**src/rtl/solver_result_packer.sv**
```systemverilog
// Packs the solver's 1-bit result stream LSB-first into WIDTH-bit words.
// Each word is queued with its popcount in a DEPTH-entry FIFO and drained over valid/ready.
module solver_result_packer #(
    parameter int unsigned WIDTH = 8,
    parameter int unsigned DEPTH = 4,
    parameter int unsigned CW    = $clog2(WIDTH + 1)
) (
    input  logic                     clock,
    input  logic                     clear,
    input  logic                     f_in,
    input  logic                     f_valid,
    input  logic                     flush,
    output logic [WIDTH-1:0]         out_data,
    output logic [CW-1:0]            out_ones,
    output logic                     out_valid,
    input  logic                     out_ready,
    output logic [$clog2(DEPTH):0]   level,
    output logic [$clog2(WIDTH)-1:0] bit_cnt,
    output logic                     overflow
);

    localparam int unsigned PW = $clog2(DEPTH);
    localparam int unsigned LW = PW + 1;
    localparam int unsigned BW = $clog2(WIDTH);

    typedef struct packed {
        logic [WIDTH-1:0] data;
        logic [CW-1:0]    ones;
    } entry_t;

    entry_t           mem [DEPTH];
    logic [WIDTH-1:0] word_q;
    logic [CW-1:0]    ones_q;
    logic [PW-1:0]    wr_ptr;
    logic [PW-1:0]    rd_ptr;

    logic [WIDTH-1:0] word_cur;
    logic [CW-1:0]    ones_cur;
    logic             word_done;
    logic             push;
    logic             pop;
    logic             full;
    logic             accept;
    logic             drop;
    logic [PW-1:0]    rd_inc;

    logic [WIDTH-1:0] word_d;
    logic [CW-1:0]    ones_d;
    logic [BW-1:0]    bit_cnt_d;
    logic [LW-1:0]    level_d;
    logic [WIDTH-1:0] head_data_d;
    logic [CW-1:0]    head_ones_d;
    logic             overflow_d;

    // Packing, FIFO bookkeeping and next head-of-queue selection
    always_comb begin
        word_cur    = word_q;
        ones_cur    = ones_q + CW'(f_valid & f_in);
        word_done   = 1'b0;
        push        = 1'b0;
        pop         = 1'b0;
        full        = 1'b0;
        accept      = 1'b0;
        drop        = 1'b0;
        rd_inc      = rd_ptr + PW'(1);
        word_d      = word_q;
        ones_d      = ones_q;
        bit_cnt_d   = bit_cnt;
        level_d     = level;
        head_data_d = out_data;
        head_ones_d = out_ones;
        overflow_d  = overflow;

        if (f_valid) begin
            word_cur[bit_cnt] = f_in;
        end

        word_done = f_valid && (bit_cnt == BW'(WIDTH - 1));
        push      = word_done || (flush && ((bit_cnt != '0) || f_valid));
        pop       = out_valid && out_ready;
        full      = (level == LW'(DEPTH));
        accept    = push && (!full || pop);
        drop      = push && full && !pop;

        // The partial word keeps filling regardless of FIFO state
        if (push) begin
            word_d    = '0;
            ones_d    = '0;
            bit_cnt_d = '0;
        end else if (f_valid) begin
            word_d    = word_cur;
            ones_d    = ones_cur;
            bit_cnt_d = bit_cnt + BW'(1);
        end

        case ({accept, pop})
            2'b10:   level_d = level + LW'(1);
            2'b01:   level_d = level - LW'(1);
            default: level_d = level;
        endcase

        if (drop) begin
            overflow_d = 1'b1;
        end

        // Head register tracks what mem[rd_ptr] will hold after this edge
        if (level_d == '0) begin
            head_data_d = '0;
            head_ones_d = '0;
        end else if (level == '0 || (pop && level == LW'(1))) begin
            head_data_d = word_cur;
            head_ones_d = ones_cur;
        end else if (pop) begin
            head_data_d = mem[rd_inc].data;
            head_ones_d = mem[rd_inc].ones;
        end
    end

    always_ff @(posedge clock) begin
        if (clear) begin
            word_q    <= '0;
            ones_q    <= '0;
            bit_cnt   <= '0;
            wr_ptr    <= '0;
            rd_ptr    <= '0;
            level     <= '0;
            out_data  <= '0;
            out_ones  <= '0;
            out_valid <= 1'b0;
            overflow  <= 1'b0;
        end else begin
            word_q    <= word_d;
            ones_q    <= ones_d;
            bit_cnt   <= bit_cnt_d;
            level     <= level_d;
            out_data  <= head_data_d;
            out_ones  <= head_ones_d;
            out_valid <= (level_d != '0);
            overflow  <= overflow_d;
            if (accept) begin
                wr_ptr <= wr_ptr + PW'(1);
            end
            if (pop) begin
                rd_ptr <= rd_inc;
            end
        end
    end

    // Storage array needs no reset: occupancy alone decides what is readable
    always_ff @(posedge clock) begin
        if (!clear && accept) begin
            mem[wr_ptr] <= '{data: word_cur, ones: ones_cur};
        end
    end

endmodule

```
**config.mk**
```make
export PLATFORM = sky130hd
export DESIGN_NAME = solver_result_packer
export DESIGN_NICKNAME = d
export VERILOG_FILES = /design/src/rtl/solver_result_packer.sv
export SDC_FILE = /design/constraint.sdc
export NUM_CORES = 1
export LEC_CHECK = 0
export CAP_MARGIN = 20
export CORE_ASPECT_RATIO = 1.5
export CORE_MARGIN = 2
export CORE_UTILIZATION = 45
export CTS_BUF_LIST = sky130_fd_sc_hd__clkbuf_8
export DETAILED_ROUTE_END_ITERATION = 10
export GPL_ROUTABILITY_DRIVEN = 0
export PLACE_DENSITY_LB_ADDON = 0.08
export SETUP_SLACK_MARGIN = 0.1
export SYNTH_ARGS = -nofsm -noshare
export SYNTH_HDL_FRONTEND = slang
export SYNTH_SLANG_ARGS = --single-unit
export TNS_END_PERCENT = 1
```
**constraint.sdc**
```tcl
create_clock -name clock -period 2.3 [get_ports clock]
set_input_delay 0.23 -clock clock [delete_from_list [all_inputs] [get_ports clock]]
set_output_delay 0.23 -clock clock [all_outputs]
set_load 0.02 [all_outputs]
```
==> impl_metrics.env, run 1 <==
export IMPL_ios=26
export IMPL_placed_cell_area_um2=4350
export IMPL_grt_use_total_pct=17.4
export IMPL_nets=356
export IMPL_crit_path_max_fanout=13
export IMPL_pwr_share_comb_pct=31.8
export IMPL_synth_fp_nets=309
export IMPL_syn_avg_cell_area_um2=13.2
export IMPL_syn_area_um2=3800
export IMPL_status="finished with violations"
export IMPL_async_flop_share_pct=0
export IMPL_synth_top_area_cell="edfxtp_1"
export IMPL_clk_latency_ps=350
export IMPL_worst_slew_pin_slew_ps=382
export IMPL_instances_no_fill=446
export IMPL_cts_tree="yes"
export IMPL_clock_sinks=84
export IMPL_drtIter0Drc=111
export IMPL_finalPower_mw=3.84
export IMPL_dr_pass1_iters=4
export IMPL_dieArea_um2=9210
export IMPL_placementRows=41
export IMPL_endpoint_kind="flip-flop"
export IMPL_slew_headroom_pct=74.5
export IMPL_synth_ff_type="edfxtp_1"
export IMPL_fillers=756
export IMPL_fmax_mhz=425
export IMPL_finalCritPeriodShare_pct=102
export IMPL_drc=0
export IMPL_fin_util_pct=54.7
export IMPL_wl_per_cell_um=16.6
export IMPL_root_buffer="clkbuf_8"
export IMPL_antenna_found_initial=0
export IMPL_fin_worst_skew_ps=6.08
export IMPL_synth_area_leaders="edfxtp_1 (38%), dfxtp_1 (19%), mux2i_1 (7.9%)"
export IMPL_dp_cells=430
export IMPL_seqPwrFrac_pct=45.9
export IMPL_viasPerCell=5.25
export IMPL_pre_cts_slack_ps=-155
export IMPL_antenna_left=0
export IMPL_cts_buffers=9
export IMPL_grt_max_degree=25
export IMPL_drv_slew=0
export IMPL_clock_path_buffers=2
export IMPL_grt_pass1_vias=2308
export IMPL_ys_seq_area_share_pct=56.9
export IMPL_holdWs_ps=475
export IMPL_violations="negative setup slack"
export IMPL_drt_total_wl_um=7390
export IMPL_syn_instance_count=287
export IMPL_vias=2343
export IMPL_syn_to_final_growth_pct=19.6
export IMPL_worst_setup_path_type="reg2reg"
export IMPL_p_int_mw=2.60
export IMPL_finalCriticalPeriod_ps=2350
export IMPL_startpoint_type="flip-flop"
export IMPL_hold_buffers=0
export IMPL_drive_above_1_share_pct=22.7
export IMPL_setup_viol=13
export IMPL_die_y_um=117
export IMPL_synth_edf_count=48
export IMPL_hold_path_class="reg2reg"
export IMPL_overflow=0
export IMPL_core_area_um2=8310
export IMPL_power_frac_clock_pct=22.3
export IMPL_cts_max_level=3
export IMPL_clk_pin_slew_ps=80
export IMPL_switching_share_pct=32.3
export IMPL_n_antenna_cell=0
export IMPL_hold_viol_final=0
export IMPL_ys_top_cells_by_count="edfxtp_1 (48), dfxtp_1 (36), mux2i_1 (30)"
export IMPL_synth_warnings=0
export IMPL_cp_data_arrival_time_ps=2570
export IMPL_dp_hpwl_um=4910
export IMPL_yosysMostFrequentCell="edfxtp_1"
export IMPL_cap_violations=0
export IMPL_synth_distinct_cells=41
export IMPL_post_cts_setup_buffers=0
export IMPL_peakVddDrop_mv=0.353
export IMPL_p_switching_mw=1.24
export IMPL_cp_required_ps=2520
export IMPL_synth_seq_cells=84
export IMPL_setup_slack_ps=-50.7
export IMPL_design_area_um2=4550
export IMPL_grt_pass1_wl_um=11700
export IMPL_fp_dieW_um=79.0
export IMPL_port_buffers=25
export IMPL_tns_ps=-410
export IMPL_start_util_pct=45.7
export IMPL_synth_top_area_share_pct=37.9
export IMPL_leakagePower_nw=1.67
export IMPL_rsz0062_at_grt="yes"
export IMPL_power_density_nw_per_um2=844
[final timing paths]
path | endpoint | slack [ps] | from | depth (start not counted)
worst max-delay path | out_ones[3] | -50 | bit_cnt[0] | 12
worst min-delay path | overflow | 470 | overflow | 1
worst max register to register | out_ones[3] | -50 | bit_cnt[0] | 12
worst min register to register | overflow | 470 | overflow | 1
[logic make-up after synthesis]
group	count (synthesis)	synth area share (%)
DFF	84	56.9
adders and majority gates	16	5.27
AOI/OAI and AO/OA	46	10.0
buffers and inverters	28	4.77
and+or+nand+nor	67	10.3
muxes	39	11.2
xor gates and xnor gates	7	1.61
[power groups by stage]
stage / combinational, mW / clock (mW) / sequential (mW)
4_1_cts: 1.24 / 0.889 / 1.76
3_5_place_dp: 1.22 / 0 / 1.80
5_1_grt: 1.32 / 0.938 / 1.78
2_1_floorplan: 0.765 / 0 / 1.88
3_3_place_gp: 1.20 / 0 / 1.79
6_report: 1.22 / 0.857 / 1.76
[registers in the layout, indices dropped and copies added, names as in the netlist]
register and count:
bit_cnt 3, level 3, mem 48, ones_q 4, out_data 8, out_ones 4
out_valid 1, overflow 1, rd_ptr 2, word_q 8, wr_ptr 2
[final cells by class]
class,instances,area [um^2],share of cell area (%)
Timing Repair Buffer,53,523,11.5
Sequential cell,84,2170,47.7
Clock buffer,9,124,2.72
Multi-Input combinational cell,175,1520,33.5
Clock inverter,7,31.3,0.688
Tap cell,107,134,2.94
Inverter,11,43.8,0.963
[worst max-delay path: stages, from the launching register on]
cell	delay, ps
dfxtp_4	360
ha_4	160
ha_4	140
o21a_1	170
a21oi_2	140
nand2b_4	170
inv_4	40
ha_4	230
inv_2	80
a41oi_4	130
a221oi_4	330
buf_12	200
a211oi_1	60
[placed cells by master, fill, tap and decap left out, types with 4 or more instances in the layout]
cell type        Yosys  routed
buf_12               0       5
mux2_4               6       6
nand3_1              4       4
clkbuf_8             0       9
a21oi_1             12      12
ha_1                16      13
and3_1              12      12
a211oi_2            11      11
edfxtp_1            48      48
xor2_1               5       5
dfxtp_1             36      34
nor2_1              25      25
buf_4                3      23
clkdlybuf4s50_1      0      25
o22ai_1             12      12
mux2i_1             30      30
nand2_1              6       6
inv_1                8      12
[routing by layer]
layer	vias to the layer above	global-route usage (%)	wire length [um]	part of all wire [%]
li1	1144	-	-	-
met1	1126	20.0	3050	41
met2	53	30.1	3800	51
met3	20	3.17	279	3.8
met4	0	10.3	267	3.6
met5	-	0	0	0
[what timing repair did]
action | in CTS | in global routing
pin swaps | 1 | 0
resized for setup | 7 | 0
setup endpoints to repair | 13 | 13
Power figures use the tool's default switching activity.
==> run 2, diff against run 1 <==
- CTS_CLUSTER_DIAMETER: unset -> 30
==> results of run 2 <==
Final layout, timing and power as in run 1 (identical DEF).
==> run 3, diff against run 2 <==
- CAP_MARGIN: 20 -> unset
- CTS_CLUSTER_DIAMETER: 30 -> unset
==> results of run 3 <==
Final layout, timing and power as in run 1 (identical DEF).
